<file path="src/rtl/h_gate_pass_sequencer_pkg.sv">
// Shared types and constants for the Hadamard pass sequencer and its h_gate datapath.
// Amplitudes are S3.4 fixed point. The state vector holds 2^N_QUBITS amplitudes.
package h_gate_pass_sequencer_pkg;

    localparam int N_QUBITS    = 3;
    localparam int H_LATENCY   = 4;
    localparam int ADDR_W      = N_QUBITS;
    localparam int QIDX_W      = $clog2(N_QUBITS) + 1;
    localparam int N_PAIRS     = 1 << (N_QUBITS - 1);
    localparam int K_W         = (N_QUBITS > 1) ? N_QUBITS - 1 : 1;

    localparam int TOTAL_WIDTH = 8;
    localparam int FRAC_WIDTH  = 4;
    localparam int ADD_WIDTH   = TOTAL_WIDTH + 1;
    localparam int MUL_WIDTH   = ADD_WIDTH + TOTAL_WIDTH;

    typedef logic signed [TOTAL_WIDTH-1:0] amp_t;
    typedef logic signed [ADD_WIDTH-1:0]   sum_t;
    typedef logic signed [MUL_WIDTH-1:0]   prod_t;
    typedef logic [ADDR_W-1:0]             addr_t;
    typedef logic [QIDX_W-1:0]             qidx_t;

    // 1/sqrt(2) in S3.4 (0.7071 * 16 = 11.3, truncated)
    localparam amp_t INV_SQRT2 = 8'sd11;

    localparam qidx_t          N_QUBITS_IDX = qidx_t'(N_QUBITS);
    localparam logic [K_W-1:0] K_LAST       = K_W'(N_PAIRS - 1);

    typedef enum logic [2:0] {
        ST_IDLE,
        ST_ISSUE,
        ST_DRAIN,
        ST_DONE,
        ST_ERR
    } seq_state_e;

    typedef struct packed {
        logic  vld;
        addr_t a0;
        addr_t a1;
    } pair_tag_t;

    // Spread the pair index k over every address bit except bit t, leaving bit t at 0.
    function automatic addr_t insert_zero(input logic [K_W-1:0] k, input qidx_t t);
        addr_t k_ext;
        addr_t res;
        int    src;
        k_ext = addr_t'(k);
        res   = '0;
        src   = 0;
        for (int b = 0; b < ADDR_W; b++) begin
            if (b != int'(t)) begin
                res[b] = k_ext[src];
                src++;
            end
        end
        return res;
    endfunction

endpackage

</file>
<file path="src/rtl/h_gate_pass_sequencer_if.sv">
// State-vector register-file port: two combinational read ports and a dual-address write.
// The master (sequencer) drives addresses and write data; the slave (register file) returns read data.
interface h_gate_pass_sequencer_if;
    import h_gate_pass_sequencer_pkg::*;

    addr_t rd_addr0;
    addr_t rd_addr1;
    amp_t  rd0_r;
    amp_t  rd0_i;
    amp_t  rd1_r;
    amp_t  rd1_i;
    logic  wr_en;
    addr_t wr_addr0;
    addr_t wr_addr1;
    amp_t  wr0_r;
    amp_t  wr0_i;
    amp_t  wr1_r;
    amp_t  wr1_i;

    modport master (
        output rd_addr0, rd_addr1,
        input  rd0_r, rd0_i, rd1_r, rd1_i,
        output wr_en, wr_addr0, wr_addr1,
        output wr0_r, wr0_i, wr1_r, wr1_i
    );

    modport slave (
        input  rd_addr0, rd_addr1,
        output rd0_r, rd0_i, rd1_r, rd1_i,
        input  wr_en, wr_addr0, wr_addr1,
        input  wr0_r, wr0_i, wr1_r, wr1_i
    );

endinterface

</file>
<file path="src/rtl/h_gate_pass_sequencer_h_gate.sv">
// h_gate_simplified: fixed-latency Hadamard butterfly on one complex amplitude pair.
// alpha = (a+b)/sqrt2, beta = (a-b)/sqrt2 in S3.4; arithmetic shift, truncate, no saturation.
module h_gate_simplified
    import h_gate_pass_sequencer_pkg::*;
(
    input  logic clk,
    input  logic rst_n,
    input  amp_t a_r_i,
    input  amp_t a_i_i,
    input  amp_t b_r_i,
    input  amp_t b_i_i,
    output amp_t alpha_r_o,
    output amp_t alpha_i_o,
    output amp_t beta_r_o,
    output amp_t beta_i_o
);

    function automatic prod_t scale(input sum_t s);
        return prod_t'(s) * prod_t'(INV_SQRT2);
    endfunction

    function automatic amp_t shift_trunc(input prod_t p);
        prod_t sh;
        sh = p >>> FRAC_WIDTH;
        return amp_t'(sh[TOTAL_WIDTH-1:0]);
    endfunction

    amp_t  a_r_q, a_i_q, b_r_q, b_i_q;
    sum_t  s_r_q, s_i_q, d_r_q, d_i_q;
    prod_t ps_r_q, ps_i_q, pd_r_q, pd_i_q;
    amp_t  al_r_q, al_i_q, be_r_q, be_i_q;

    // Four register stages: capture, add/sub, multiply, shift/truncate.
    always_ff @(posedge clk or negedge rst_n) begin
        if (!rst_n) begin
            a_r_q  <= '0;  a_i_q  <= '0;  b_r_q  <= '0;  b_i_q  <= '0;
            s_r_q  <= '0;  s_i_q  <= '0;  d_r_q  <= '0;  d_i_q  <= '0;
            ps_r_q <= '0;  ps_i_q <= '0;  pd_r_q <= '0;  pd_i_q <= '0;
            al_r_q <= '0;  al_i_q <= '0;  be_r_q <= '0;  be_i_q <= '0;
        end else begin
            a_r_q  <= a_r_i;
            a_i_q  <= a_i_i;
            b_r_q  <= b_r_i;
            b_i_q  <= b_i_i;
            s_r_q  <= sum_t'(a_r_q) + sum_t'(b_r_q);
            s_i_q  <= sum_t'(a_i_q) + sum_t'(b_i_q);
            d_r_q  <= sum_t'(a_r_q) - sum_t'(b_r_q);
            d_i_q  <= sum_t'(a_i_q) - sum_t'(b_i_q);
            ps_r_q <= scale(s_r_q);
            ps_i_q <= scale(s_i_q);
            pd_r_q <= scale(d_r_q);
            pd_i_q <= scale(d_i_q);
            al_r_q <= shift_trunc(ps_r_q);
            al_i_q <= shift_trunc(ps_i_q);
            be_r_q <= shift_trunc(pd_r_q);
            be_i_q <= shift_trunc(pd_i_q);
        end
    end

    assign alpha_r_o = al_r_q;
    assign alpha_i_o = al_i_q;
    assign beta_r_o  = be_r_q;
    assign beta_i_o  = be_i_q;

endmodule

</file>
<file path="src/rtl/h_gate_pass_sequencer.sv">
// Sequences one Hadamard pass over the state vector: issues one amplitude pair per cycle
// into h_gate_simplified and writes both results back after its fixed latency.
//
//  state    | meaning
//  ---------+-----------------------------------------------------------
//  ST_IDLE  | waiting for start; target sampled here
//  ST_ISSUE | reading pair k and feeding the h_gate, k = 0..N_PAIRS-1
//  ST_DRAIN | all pairs issued, waiting for outstanding writes
//  ST_DONE  | one-cycle done pulse
//  ST_ERR   | invalid target: one-cycle done+err pulse, no memory access
module h_gate_pass_sequencer
    import h_gate_pass_sequencer_pkg::*;
(
    input  logic                           clk,
    input  logic                           rst_n,
    input  logic                           start_i,
    input  qidx_t                          target_i,
    output logic                           busy_o,
    output logic                           done_o,
    output logic                           err_o,
    h_gate_pass_sequencer_if.master        mem
);

    seq_state_e                   state_q;
    logic [K_W-1:0]               k_q;
    qidx_t                        target_q;
    logic                         busy_q;
    logic                         done_q;
    logic                         err_q;
    pair_tag_t [H_LATENCY-1:0]    tag_q;

    logic  issue;
    logic  drain_empty;
    addr_t addr0;
    addr_t addr1;

    assign issue = (state_q == ST_ISSUE);
    assign addr0 = issue ? insert_zero(k_q, target_q) : '0;
    assign addr1 = issue ? (insert_zero(k_q, target_q) | (addr_t'(1) << target_q)) : '0;

    // The last stage is the one writing this cycle, so only earlier stages hold pending work.
    always_comb begin
        drain_empty = 1'b1;
        for (int s = 0; s < H_LATENCY - 1; s++) begin
            if (tag_q[s].vld) drain_empty = 1'b0;
        end
    end

    always_ff @(posedge clk or negedge rst_n) begin
        if (!rst_n) begin
            state_q  <= ST_IDLE;
            k_q      <= '0;
            target_q <= '0;
            busy_q   <= 1'b0;
            done_q   <= 1'b0;
            err_q    <= 1'b0;
        end else begin
            done_q <= 1'b0;
            err_q  <= 1'b0;
            case (state_q)
                ST_IDLE: begin
                    if (start_i) begin
                        target_q <= target_i;
                        k_q      <= '0;
                        if (target_i < N_QUBITS_IDX) begin
                            state_q <= ST_ISSUE;
                            busy_q  <= 1'b1;
                        end else begin
                            state_q <= ST_ERR;
                            done_q  <= 1'b1;
                            err_q   <= 1'b1;
                        end
                    end
                end
                ST_ISSUE: begin
                    k_q <= k_q + 1'b1;
                    if (k_q == K_LAST) state_q <= ST_DRAIN;
                end
                ST_DRAIN: begin
                    if (drain_empty) begin
                        state_q <= ST_DONE;
                        busy_q  <= 1'b0;
                        done_q  <= 1'b1;
                    end
                end
                ST_DONE: state_q <= ST_IDLE;
                ST_ERR:  state_q <= ST_IDLE;
                default: state_q <= ST_IDLE;
            endcase
        end
    end

    always_ff @(posedge clk or negedge rst_n) begin
        if (!rst_n) begin
            tag_q <= '0;
        end else begin
            tag_q[0] <= {issue, addr0, addr1};
            for (int s = 1; s < H_LATENCY; s++) begin
                tag_q[s] <= tag_q[s-1];
            end
        end
    end

    h_gate_simplified u_h_gate (
        .clk       (clk),
        .rst_n     (rst_n),
        .a_r_i     (mem.rd0_r),
        .a_i_i     (mem.rd0_i),
        .b_r_i     (mem.rd1_r),
        .b_i_i     (mem.rd1_i),
        .alpha_r_o (mem.wr0_r),
        .alpha_i_o (mem.wr0_i),
        .beta_r_o  (mem.wr1_r),
        .beta_i_o  (mem.wr1_i)
    );

    assign mem.rd_addr0 = addr0;
    assign mem.rd_addr1 = addr1;
    assign mem.wr_en    = tag_q[H_LATENCY-1].vld;
    assign mem.wr_addr0 = tag_q[H_LATENCY-1].a0;
    assign mem.wr_addr1 = tag_q[H_LATENCY-1].a1;

    assign busy_o = busy_q;
    assign done_o = done_q;
    assign err_o  = err_q;

endmodule

</file>
<file path="src/flat_wrapper.sv">
// flat-port wrapper written by rule: the top's interface ports become plain ports
module h_gate_pass_sequencer_flat import h_gate_pass_sequencer_pkg::*;
  (clk, rst_n, start_i, target_i, busy_o, done_o, err_o, mem_rd_addr0, mem_rd_addr1, mem_rd0_r, mem_rd0_i, mem_rd1_r, mem_rd1_i, mem_wr_en, mem_wr_addr0, mem_wr_addr1, mem_wr0_r, mem_wr0_i, mem_wr1_r, mem_wr1_i);
  h_gate_pass_sequencer_if mem_i ();
  input  logic clk;
  input  logic rst_n;
  input  logic start_i;
  input  qidx_t target_i;
  output logic busy_o;
  output logic done_o;
  output logic err_o;
  output wire logic [$bits(mem_i.rd_addr0)-1:0] mem_rd_addr0;
  output wire logic [$bits(mem_i.rd_addr1)-1:0] mem_rd_addr1;
  input wire logic [$bits(mem_i.rd0_r)-1:0] mem_rd0_r;
  input wire logic [$bits(mem_i.rd0_i)-1:0] mem_rd0_i;
  input wire logic [$bits(mem_i.rd1_r)-1:0] mem_rd1_r;
  input wire logic [$bits(mem_i.rd1_i)-1:0] mem_rd1_i;
  output wire logic [$bits(mem_i.wr_en)-1:0] mem_wr_en;
  output wire logic [$bits(mem_i.wr_addr0)-1:0] mem_wr_addr0;
  output wire logic [$bits(mem_i.wr_addr1)-1:0] mem_wr_addr1;
  output wire logic [$bits(mem_i.wr0_r)-1:0] mem_wr0_r;
  output wire logic [$bits(mem_i.wr0_i)-1:0] mem_wr0_i;
  output wire logic [$bits(mem_i.wr1_r)-1:0] mem_wr1_r;
  output wire logic [$bits(mem_i.wr1_i)-1:0] mem_wr1_i;
  assign mem_rd_addr0 = mem_i.rd_addr0;
  assign mem_rd_addr1 = mem_i.rd_addr1;
  assign mem_i.rd0_r = mem_rd0_r;
  assign mem_i.rd0_i = mem_rd0_i;
  assign mem_i.rd1_r = mem_rd1_r;
  assign mem_i.rd1_i = mem_rd1_i;
  assign mem_wr_en = mem_i.wr_en;
  assign mem_wr_addr0 = mem_i.wr_addr0;
  assign mem_wr_addr1 = mem_i.wr_addr1;
  assign mem_wr0_r = mem_i.wr0_r;
  assign mem_wr0_i = mem_i.wr0_i;
  assign mem_wr1_r = mem_i.wr1_r;
  assign mem_wr1_i = mem_i.wr1_i;
  h_gate_pass_sequencer u_core (.clk(clk), .rst_n(rst_n), .start_i(start_i), .target_i(target_i), .busy_o(busy_o), .done_o(done_o), .err_o(err_o), .mem(mem_i));
endmodule
</file>
<file path="config.mk">
export PLATFORM = sky130hd
export DESIGN_NAME = h_gate_pass_sequencer_flat
export DESIGN_NICKNAME = d
export VERILOG_FILES = /design/src/rtl/h_gate_pass_sequencer_pkg.sv /design/src/rtl/h_gate_pass_sequencer_if.sv /design/src/rtl/h_gate_pass_sequencer_h_gate.sv /design/src/rtl/h_gate_pass_sequencer.sv /design/src/flat_wrapper.sv
export SDC_FILE = /design/constraint.sdc
export NUM_CORES = 1
export LEC_CHECK = 0
export ABC_AREA = 1
export CAP_MARGIN = 15
export CORE_MARGIN = 1
export CORE_UTILIZATION = 61
export CTS_BUF_LIST = sky130_fd_sc_hd__clkbuf_4 sky130_fd_sc_hd__clkbuf_8 sky130_fd_sc_hd__clkbuf_16
export DETAILED_ROUTE_END_ITERATION = 8
export PLACE_DENSITY = 0.84
export SETUP_SLACK_MARGIN = 0.02
export SLEW_MARGIN = 20
export SYNTH_ARGS = -nofsm -noshare
export SYNTH_HDL_FRONTEND = slang
export SYNTH_HIERARCHICAL = 1
export SYNTH_SLANG_ARGS = --single-unit
</file>
<file path="constraint.sdc">
create_clock -name clk -period 5.2 [get_ports clk]
set_input_delay 0.78 -clock clk [delete_from_list [all_inputs] [get_ports clk]]
set_output_delay 0.78 -clock clk [all_outputs]
set_load 0.02 [all_outputs]
</file>
==> impl_metrics.py <==
metrics = {
    "run_status": {
        "status": "complete, no violations",
    },
    "final_layout": {
        "fillers": 1001,
        "largestRegisters": "u_core/tag_q x21, u_core/u_h_gate/d_i_q x9, u_core/u_h_gate/d_r_q x9",
        "regMostFlops": "u_core/tag_q",
        "multi_input_comb_area_sq_um": 4180,
        "final_cells": 1263,
        "syn_to_final_growth_pct": 17.5,
        "regArea_sq_um": 4230,
        "largest_register_ffs": 21,
        "antenna_cells": 0,
        "layout-drive-gt1-share": 0.0593,
        "final_net_count": 1233,
    },
    "timing": {
        "fin_crit_ns": 2.86,
        "rsz0062_at_grt": "false",
        "worstMarginPinSlew_ns": 0.640,
        "setup_tns_ns": 0,
        "report.final.slew_viol_count": 0,
        "finalSetupViolations": 0,
        "fin_skew_ns": 0.0113,
        "hold_viol": 0,
        "fmax_ghz": 0.350,
        "finalWorstSetupSlack_ns": 2.34,
        "slew_headroom": 0.573,
        "min_period_over_period": 0.549,
    },
    "power_and_ir_drop": {
        "power_mw": 6.27,
        "combPwrFrac": 0.496,
        "power.internal_mw": 3.65,
        "pwr-share-seq": 0.310,
        "ir_drop_mv": 0.308,
        "leakage_nw": 5.75,
        "power_density_nw_per_um2": 582,
        "p_sw_mw": 2.62,
        "power_frac_clock": 0.194,
        "swShare": 0.418,
    },
    "floorplanning": {
        "die_x_um": 125,
        "die-area_sq_um": 15500,
        "ios": 86,
        "die_h_um": 125,
        "num_rows": 44,
        "initial_utilization": 0.629,
        "core_sq_um": 14600,
    },
    "cts": {
        "post_cts_resized": 0,
        "cts_setup_buffers": 0,
        "hold_buffers": 0,
        "clkTransAtPathRegs_ns": 0.07,
        "cts_buffers": 17,
        "clockBufferDepth": 2,
        "htree_levels": 4,
        "insertion_delay_ns": 0.43,
        "cts_tree": "done",
        "cts_root_buf": "clkbuf_16",
        "cts_sinks": 169,
    },
    "yosys": {
        "ys_ff_latch": 169,
        "syn_area_sq_um": 9180,
        "avgSynthCellArea_sq_um": 9.46,
        "yosysSeqAreaShare": 0.461,
        "netlist_instances": 970,
        "synth_nets": 1137,
        "ys_types": 34,
        "synth_warnings": 6,
    },
    "placed_design": {
        "dp_hpwl_mm": 12.1,
        "dp_slack_ns": 2.76,
        "gp_congestion": 0.856,
        "portBuffers": 85,
        "dp_cells": 1231,
    },
    "global_route": {
        "antenna_found_initial": 0,
        "grt_max_degree": 67,
        "grt-ovfl-total": 0,
        "grt_pass1_vias": 6403,
        "gr-usage-all-layers": 0.228,
        "grt_pass1_wl_mm": 28.0,
    },
    "routing": {
        "first_pass_iters": 5,
        "drc_errors": 0,
        "routed_wl_mm": 16.2,
        "wire_per_inst_um": 12.9,
        "via_per_inst": 5.11,
        "num_vias": 6453,
        "detail_route.iter0.violations": 418,
        "drtAntennaViolNets": 0,
    },
    "worst_setup_path": {
        "end_kind": "primary output",
        "worstPathArrival_ns": 2.08,
        "cp.required_ns": 4.42,
        "path_max_fanout": 4,
        "reg2reg_depth": 11,
        "crit_type": "reg -> out",
        "worst_setup_path_start_kind": "register",
    },
    "worst_hold_path": {
        "hold_class": "in -> async",
    },
    "flow_run": {
        "drv_cap": 0,
    },
}
## power groups by stage
stage | registers [mW] | logic (mW) | clock network (mW)
floorplan | 2.10 | 2.07 | 0
global placement | 1.95 | 2.95 | 0
detailed placement | 1.98 | 3.05 | 0
CTS | 1.95 | 3.11 | 1.24
global route | 1.99 | 3.51 | 1.31
finish | 1.95 | 3.11 | 1.21
## cell usage after synthesis
master	instances	area share
a21boi_1	2	0.0016
a21boi_2	2	0.0025
a21o_1	2	0.0016
a21oi_1	35	0.019
a31oi_1	3	0.0020
a31oi_2	1	0.0014
buf_4	10	0.0082
dfrtp_1	169	0.46
fa_1	24	0.052
ha_1	105	0.14
inv_1	177	0.072
inv_2	6	0.0025
inv_4	1	0.00068
nand2_1	217	0.089
nand2_2	7	0.0048
nand3_1	45	0.025
nand3_2	1	0.0011
nand3b_1	1	0.00082
nand4_1	14	0.0095
nor2_1	45	0.018
nor2_2	3	0.0020
nor2_4	1	0.0012
nor3_1	9	0.0049
o211ai_1	5	0.0041
o211ai_2	1	0.0014
o21ai_0	18	0.0098
o21ai_1	5	0.0027
o21ai_2	5	0.0048
o21bai_1	6	0.0049
o22ai_1	1	0.00068
o31ai_1	1	0.00082
o31ai_2	1	0.0014
xnor2_1	10	0.0095
xor2_1	37	0.035
## worst max-delay path: stages (launching register included)
cell and delay (ns):
dfrtp_1 0.42, nor2_2 0.13, nand2_1 0.13, o21ai_2 0.17, nand2_1 0.06, nor2_1 0.11
clkdlybuf4s50_1 0.62
## logic make-up (layout without fill, tap and decap cells)
| family | Yosys count | after routing | share of synthesized area |
|---|---|---|---|
| and+or+nand+nor | 343 | 343 | 0.156 |
| buffers and inverters | 194 | 303 | 0.0837 |
| DFF | 169 | 169 | 0.461 |
| adders and majority gates | 129 | 129 | 0.196 |
| AOI/OAI and AO/OA | 88 | 88 | 0.0588 |
| xor gates and xnor gates | 47 | 47 | 0.0449 |
## metrics by stage
step | hold WS, ns | utilization | instance area (sq um)
3_3_place_gp | 0.332 | 0.699 | 10200
3_5_place_dp | 0.335 | 0.699 | 10200
4_1_cts | 0.343 | 0.739 | 10800
6_report | 0.319 | 0.739 | 10800
5_1_grt | 0.354 | 0.739 | 10800
2_1_floorplan | 0.331 | - | 9180
## area by class of cell
type / instances / share of cell area
clock buffer: 17 / 0.0395
clock inverter: 15 / 0.0144
inverter: 184 / 0.0643
multi-input combinational: 607 / 0.388
sequential: 169 / 0.392
tap: 184 / 0.0214
timing repair buffer: 87 / 0.0805
## routing by layer
layer / share of wire / track usage / vias up
met2: 0.54 / 0.420 / 156
met4: 0.027 / 0.110 / 0
met5: 0 / 0 / -
met1: 0.39 / 0.243 / 3027
li1: - / - / 3224
met3: 0.038 / 0.0524 / 46
## cell usage in the layout, fill, tap and decap left out, drive strengths merged
master / instances
a31oi: 4
ha: 105
inv: 192
nand4: 14
o21ai: 28
fa: 24
nor3: 9
o31ai: 2
clkbuf: 17
dfrtp: 169
clkdlybuf4s50: 84
o22ai: 1
nand3: 46
nand2: 224
buf: 3
xor2: 37
xnor2: 10
nand3b: 1
a21o: 2
o21bai: 6
clkinvlp: 3
o211ai: 6
a21boi: 4
nor2: 49
clkinv: 4
a21oi: 35
## path summary, 6_finish.rpt
| kind | startpoint | endpoint | slack, ns |
|---|---|---|---|
| setup / recovery | u_core/target_q[1] | mem_rd_addr0[1] | 2.34 |
| max in group asynchronous | rst_n | u_core/u_h_gate/pd_i_q[6] | 3.81 |
| min in group clk | u_core/u_h_gate/pd_r_q[7] | u_core/u_h_gate/beta_r_o[3] | 0.35 |
| setup reg to reg | u_core/u_h_gate/s_r_q[3] | u_core/u_h_gate/ps_r_q[11] | 2.72 |
| hold reg to reg | u_core/u_h_gate/pd_r_q[7] | u_core/u_h_gate/beta_r_o[3] | 0.35 |
| hold / removal | rst_n | u_core/u_h_gate/ps_i_q[10] | 0.32 |
Power figures use the tool's default switching activity.
